`src/rtl/inst_fetch_unit_if.sv`:
```
`default_nettype none
// +----------------------------------------------------------------------------+
// | Module      : inst_fetch_unit_if                                           |
// | Description : Load/control/fetch-output bundle for the instruction fetcher.|
// | Revision    : 1.0                                                          |
// +----------------------------------------------------------------------------+
interface inst_fetch_unit_if #(
    parameter int XLEN  = 32,
    parameter int DEPTH = 64
);
    localparam int c_AW = $clog2(DEPTH);

    logic [XLEN-1:0] inst_wdata;
    logic            inst_wen;
    logic            load_clr;
    logic            execute;
    logic            stall;
    logic            br_taken;
    logic [XLEN-1:0] br_target;
    logic [XLEN-1:0] inst_out;
    logic [XLEN-1:0] pc_out;
    logic            inst_valid;
    logic [c_AW:0]   load_count;
    logic            load_full;
    logic            busy;

    modport master (
        output inst_wdata, inst_wen, load_clr, execute, stall, br_taken, br_target,
        input  inst_out, pc_out, inst_valid, load_count, load_full, busy
    );

    modport slave (
        input  inst_wdata, inst_wen, load_clr, execute, stall, br_taken, br_target,
        output inst_out, pc_out, inst_valid, load_count, load_full, busy
    );
endinterface
`default_nettype wire

```
`src/rtl/inst_fetch_unit.sv`:
```
`default_nettype none
// +----------------------------------------------------------------------------+
// | Module      : inst_fetch_unit                                              |
// | Description : Loadable instruction store with sequential/branching fetch.  |
// | Revision    : 1.0                                                          |
// +----------------------------------------------------------------------------+
module inst_fetch_unit #(
    parameter int XLEN  = 32,
    parameter int DEPTH = 64
) (
    input  wire logic             clk,
    input  wire logic             rst,
    inst_fetch_unit_if.slave      bus
);
    localparam int              c_AW        = $clog2(DEPTH);
    localparam logic [c_AW:0]   c_DEPTH_CNT = (c_AW+1)'(DEPTH);
    localparam logic [c_AW:0]   c_CNT_ONE   = (c_AW+1)'(1);
    localparam logic [XLEN-1:0] c_PC_STEP   = XLEN'(4);
    localparam logic [XLEN-1:0] c_ALIGN     = ~XLEN'(3);

    typedef enum logic [0:0] {
        S_IDLE  = 1'b0,
        S_FETCH = 1'b1
    } state_t;

    logic [XLEN-1:0] r_mem [DEPTH];

    state_t          r_state,      w_state_nxt;
    logic [c_AW:0]   r_load_count, w_load_count_nxt;
    logic [XLEN-1:0] r_fetch_pc,   w_fetch_pc_nxt;
    logic [XLEN-1:0] r_inst_out,   w_inst_out_nxt;
    logic [XLEN-1:0] r_pc_out,     w_pc_out_nxt;
    logic            r_inst_valid, w_inst_valid_nxt;

    logic            w_mem_we;
    logic            w_full;
    logic            w_in_range;
    logic [XLEN-1:0] w_word_idx;
    logic [c_AW-1:0] w_rd_idx;
    logic [c_AW-1:0] w_wr_idx;

    assign w_full     = (r_load_count == c_DEPTH_CNT);
    assign w_word_idx = {2'b00, r_fetch_pc[XLEN-1:2]};
    // Full-width compare so targets far beyond the store are still out of range.
    assign w_in_range = (w_word_idx < XLEN'(r_load_count));
    assign w_rd_idx   = r_fetch_pc[c_AW+1:2];
    assign w_wr_idx   = r_load_count[c_AW-1:0];

    always_comb begin
        w_state_nxt      = r_state;
        w_load_count_nxt = r_load_count;
        w_fetch_pc_nxt   = r_fetch_pc;
        w_inst_out_nxt   = r_inst_out;
        w_pc_out_nxt     = r_pc_out;
        w_inst_valid_nxt = r_inst_valid;
        w_mem_we         = 1'b0;

        case (r_state)
            S_IDLE: begin
                w_inst_valid_nxt = 1'b0;
                if (bus.load_clr) begin
                    w_load_count_nxt = '0;
                end else if (bus.inst_wen && !w_full) begin
                    w_mem_we         = 1'b1;
                    w_load_count_nxt = r_load_count + c_CNT_ONE;
                end
                // Post-write count decides, so a same-cycle write can start a run.
                if (bus.execute && (w_load_count_nxt != '0)) begin
                    w_state_nxt    = S_FETCH;
                    w_fetch_pc_nxt = '0;
                end
            end

            S_FETCH: begin
                if (bus.br_taken) begin
                    w_fetch_pc_nxt   = bus.br_target & c_ALIGN;
                    w_inst_valid_nxt = 1'b0;
                end else if (!w_in_range) begin
                    // Leave only once the last valid word has been accepted.
                    if (!r_inst_valid || !bus.stall) begin
                        w_inst_valid_nxt = 1'b0;
                        w_state_nxt      = S_IDLE;
                    end
                end else if (!bus.stall) begin
                    w_inst_out_nxt   = r_mem[w_rd_idx];
                    w_pc_out_nxt     = r_fetch_pc;
                    w_inst_valid_nxt = 1'b1;
                    w_fetch_pc_nxt   = r_fetch_pc + c_PC_STEP;
                end
            end

            default: begin
                w_state_nxt = S_IDLE;
            end
        endcase
    end

    always_ff @(posedge clk) begin
        if (rst) begin
            r_state      <= S_IDLE;
            r_load_count <= '0;
            r_fetch_pc   <= '0;
            r_inst_out   <= '0;
            r_pc_out     <= '0;
            r_inst_valid <= 1'b0;
        end else begin
            r_state      <= w_state_nxt;
            r_load_count <= w_load_count_nxt;
            r_fetch_pc   <= w_fetch_pc_nxt;
            r_inst_out   <= w_inst_out_nxt;
            r_pc_out     <= w_pc_out_nxt;
            r_inst_valid <= w_inst_valid_nxt;
        end
    end

    always_ff @(posedge clk) begin
        if (w_mem_we && !rst) begin
            r_mem[w_wr_idx] <= bus.inst_wdata;
        end
    end

    assign bus.inst_out   = r_inst_out;
    assign bus.pc_out     = r_pc_out;
    assign bus.inst_valid = r_inst_valid;
    assign bus.load_count = r_load_count;
    assign bus.load_full  = w_full;
    assign bus.busy       = (r_state == S_FETCH);

endmodule
`default_nettype wire
```
`src/flat_wrapper.sv`:
```
// flat-port wrapper written by rule: the top's interface ports become plain ports
module inst_fetch_unit_flat 
#(
    parameter int XLEN  = 32,
    parameter int DEPTH = 64
)
  (clk, rst, bus_inst_wdata, bus_inst_wen, bus_load_clr, bus_execute, bus_stall, bus_br_taken, bus_br_target, bus_inst_out, bus_pc_out, bus_inst_valid, bus_load_count, bus_load_full, bus_busy);
  inst_fetch_unit_if #(.XLEN(XLEN), .DEPTH(DEPTH)) bus_i ();
  input  wire logic clk;
  input  wire logic rst;
  input wire logic [$bits(bus_i.inst_wdata)-1:0] bus_inst_wdata;
  input wire logic [$bits(bus_i.inst_wen)-1:0] bus_inst_wen;
  input wire logic [$bits(bus_i.load_clr)-1:0] bus_load_clr;
  input wire logic [$bits(bus_i.execute)-1:0] bus_execute;
  input wire logic [$bits(bus_i.stall)-1:0] bus_stall;
  input wire logic [$bits(bus_i.br_taken)-1:0] bus_br_taken;
  input wire logic [$bits(bus_i.br_target)-1:0] bus_br_target;
  output wire logic [$bits(bus_i.inst_out)-1:0] bus_inst_out;
  output wire logic [$bits(bus_i.pc_out)-1:0] bus_pc_out;
  output wire logic [$bits(bus_i.inst_valid)-1:0] bus_inst_valid;
  output wire logic [$bits(bus_i.load_count)-1:0] bus_load_count;
  output wire logic [$bits(bus_i.load_full)-1:0] bus_load_full;
  output wire logic [$bits(bus_i.busy)-1:0] bus_busy;
  assign bus_i.inst_wdata = bus_inst_wdata;
  assign bus_i.inst_wen = bus_inst_wen;
  assign bus_i.load_clr = bus_load_clr;
  assign bus_i.execute = bus_execute;
  assign bus_i.stall = bus_stall;
  assign bus_i.br_taken = bus_br_taken;
  assign bus_i.br_target = bus_br_target;
  assign bus_inst_out = bus_i.inst_out;
  assign bus_pc_out = bus_i.pc_out;
  assign bus_inst_valid = bus_i.inst_valid;
  assign bus_load_count = bus_i.load_count;
  assign bus_load_full = bus_i.load_full;
  assign bus_busy = bus_i.busy;
  inst_fetch_unit #(.XLEN(XLEN), .DEPTH(DEPTH)) u_core (.clk(clk), .rst(rst), .bus(bus_i));
endmodule
```
`config.mk`:
```
export PLATFORM = sky130hd
export DESIGN_NAME = inst_fetch_unit_flat
export DESIGN_NICKNAME = d
export VERILOG_FILES = /design/src/rtl/inst_fetch_unit_if.sv /design/src/rtl/inst_fetch_unit.sv /design/src/flat_wrapper.sv
export SDC_FILE = /design/constraint.sdc
export NUM_CORES = 2
export LEC_CHECK = 0
export CAP_MARGIN = 40
export CELL_PAD_IN_SITES_DETAIL_PLACEMENT = 1
export CELL_PAD_IN_SITES_GLOBAL_PLACEMENT = 2
export CORE_ASPECT_RATIO = 0.6
export CORE_UTILIZATION = 49
export DETAILED_ROUTE_END_ITERATION = 7
export PLACE_DENSITY_LB_ADDON = 0.1
export SLEW_MARGIN = 10
export SYNTH_ARGS = -nofsm -noshare
export SYNTH_HDL_FRONTEND = slang
export SYNTH_SLANG_ARGS = --single-unit
```
`constraint.sdc`:
```
create_clock -name clk -period 6.7 [get_ports clk]
set_input_delay 1.005 -clock clk [delete_from_list [all_inputs] [get_ports clk]]
set_output_delay 1.005 -clock clk [all_outputs]
set_load 0.05 [all_outputs]
```
==> flow_summary.ini <==
[yosys]
yosysTopAreaCell = edfxtp_1
synth-xor-area-share_pct = 0.04212
syn_inst = 4176
synth_top_area_share_pct = 73.93
synthDistinctLibCells = 75
synth_compound_area_share_pct = 4.469
synth_top_family_by_area = multiplexers
ys.flop_type = edfxtp_1
synthMuxAreaShare_pct = 14.40
synthAdderAreaFrac_pct = 0.1354
syn_avg_cell_area_um2 = 19.92
yosysWarningCount = 0
ys_async_sr_fraction_pct = 0
synth-edff-count = 2048
syn_area_um2 = 83180
ys_seq_elements = 2149
ys_seq_area_share_pct = 76.36
synth_area_leaders = edfxtp_1, mux4_2, mux2i_1, dfxtp_1, a21oi_1
synth_simple_gate_area_share_pct = 2.858

[clocking]
clock_latency_ps = 840
tritoncts = built
clock-sinks = 2149
htree_levels = 4
clk_pin_slew_worst_paths_ps = 60
numCtsBuffers = 202
clock-root-buffer = clkbuf_16
hold_buffers = 0
cts_setup_buffers = 0
cts_max_path_buffers = 4
post_cts_resized = 0

[sta]
finalCritPeriodShare_pct = 65.55
fmax_ghz = 0.2277
rsz0062_at_grt = false
post-route-min-period_ps = 4392
worst_pin_slew_ps = 927.6
relSlewSlack_pct = 38.01
finalHoldViolCount = 0
setup_viol = 0
drv_slew = 0
tns_ps = 0
fin_worst_skew_ps = 37.37

[global_route]
grt_pass1_wl_mm = 342.0
overflow = 0
grt_max_degree = 84
grt_usage_pct = 28.36
grt_pass1_vias = 44220
antenna_found_initial = 9

[die]
start_util_pct = 49.62
ios = 145
rows = 116
die_x_um = 533.9
core_um2 = 167600
die_h_um = 321.1
dieArea_um2 = 171500

[pwr]
power_frac_clock_pct = 42.3
intPower_mw = 21.20
p_per_area_nw_per_um2 = 280.6
p_comb_share_pct = 2.5
swShare_pct = 20.38
pwr-share-seq_pct = 55.3
leakage_nw = 28.68
switching_power_mw = 5.425
peakVddDrop_mv = 0.2464

[worst_setup_path]
crit_slowest_cell = clkdlybuf4s50_1
crit_buf_inv = 1
start_kind = flop
cp_cell_sequence = or3_1 > nor3_1 > clkdlybuf4s50_1
endpoint_kind = primary output
timing_worst_setup_path_type = flop to primary output
cp_data_required_time_ps = 5690
cpPeakStageDelay_ps = 890
cpLargestDelayFamily = simple AND/OR/NAND/NOR gates
critPathMaxFanout = 13
worstPathArrival_ps = 3390

[outcome]
status = completed

[route]
routed-via-count = 44220
drc = 0
vias_per_cell = 6.433
routedWlPerCell_um = 35.28
drtIter0Drc = 5243
drt-total-wl_mm = 242.5
postRouteAntennaNets = 0
dr.pass1.iters = 5

[cells_and_area]
synthToLayoutAreaGrowth_pct = 14.05
finalNetCount = 4560
drive_above_1_share_pct = 22.36
final_cells = 6873

[placement]
dp_cells = 6516
gp_congestion = 0.7786
port_buffers = 140
detailed_place_hpwl_mm = 144.4

[flow_run]
drv_cap = 0

[hold_path]
hp-class = flop to flop
[path summary, 6_finish.rpt]
path	cells after the start	slack, ps	from	to
hold / removal	2	450	u_core.bus.pc_out[7]	u_core.bus.pc_out[7]
hold reg to reg	2	450	u_core.bus.pc_out[7]	u_core.bus.pc_out[7]
setup / recovery	3	2310	u_core.bus.load_count[4]	bus_load_full
setup reg to reg	6	2480	u_core.bus.load_count[5]	u_core.r_mem[3][29]
[worst register-to-register path, stage by stage (launching register included)]
cell and delay, ps:
dfxtp_1 630, or3_1 650, o31a_4 310, nand2_1 210, or3_1 720, nor2_4 860, buf_4 480
[cells in the mapped netlist (31+ instances only)]
| master | instances |
|---|---|
| o221ai_1 | 48 |
| a22oi_1 | 32 |
| clkbuf_1 | 102 |
| mux2i_1 | 281 |
| nor2_1 | 133 |
| buf_4 | 34 |
| edfxtp_1 | 2048 |
| nand2_1 | 165 |
| a21oi_1 | 165 |
| dfxtp_1 | 101 |
| mux4_2 | 404 |
| buf_2 | 79 |
| nand3_1 | 54 |
| nand4_1 | 31 |
| o21ai_0 | 75 |
| a221oi_1 | 49 |
[logic make-up (layout without fill, tap and decap cells)]
logic type / count (synthesis) / in the layout
simple gates: 508 / 508
other cells: 1 / 4
xor+xnor: 4 / 4
compound gates: 539 / 539
flops: 2149 / 2149
fa+ha+maj: 9 / 9
mux: 690 / 690
buf+inv: 276 / 728
[per-layer routing]
metal | part of all wire, % | GRT usage (%)
met4 | 1.6 | 5.329
met3 | 8.2 | 5.021
met2 | 44 | 41.60
met5 | 0.017 | 0
met1 | 46 | 44.86
[cells in the final DEF (no fill, tap or decap), types with 54 or more instances in the layout]
master,instances
nand3_1,54
edfxtp_1,2048
o21ai_0,75
nor2_4,64
a21oi_1,165
nand2_1,165
nor2_1,68
buf_4,149
clkdlybuf4s50_1,106
dfxtp_1,95
mux4_2,404
mux2i_1,281
clkbuf_16,204
[per-stage QoR]
stage	setup slack [ps]	area, µm²	utilization (%)	hold slack, ps	power [mW]
detailed placement	1844	88540	52.82	446.0	15.66
finish	2308	94870	56.59	452.9	26.62
global route	2236	94860	56.59	479.0	27.25
CTS	2304	94830	56.57	454.6	26.77
global placement	1704	87810	52.38	437.2	15.62
floorplan	1059	83180	-	473.8	15.25
[final cells by class]
class / instances / area [µm²]
Clock buffer: 263 / 5478
Sequential cell: 2149 / 63540
Antenna cell: 2 / 5.005
Fill cell: 14340 / 72770
Inverter: 23 / 91.34
Timing Repair Buffer: 352 / 3385
Tap cell: 2242 / 2805
Multi-Input combinational cell: 1752 / 18760
Clock inverter: 90 / 808.3
[power by group through the flow]
stage / Clock, mW / Sequential, mW / Combinational (mW)
3_3_place_gp: 0 / 15.0 / 0.615
5_1_grt: 11.9 / 14.7 / 0.693
3_5_place_dp: 0 / 15.0 / 0.662
2_1_floorplan: 0 / 15.0 / 0.247
6_report: 11.3 / 14.7 / 0.656
4_1_cts: 11.4 / 14.7 / 0.661
[flip-flops by register name, summed over array words and instances, names as in the netlist]
| register | flops |
|---|---|
| u_core.r_mem | 2048 |
| u_core.bus.inst_out | 32 |
| u_core.bus.pc_out | 30 |
| u_core.r_fetch_pc | 30 |
| u_core.bus.load_count | 7 |
| u_core.bus.busy | 1 |
| u_core.bus.inst_valid | 1 |
No activity file was read; power rests on OpenSTA's default activity.
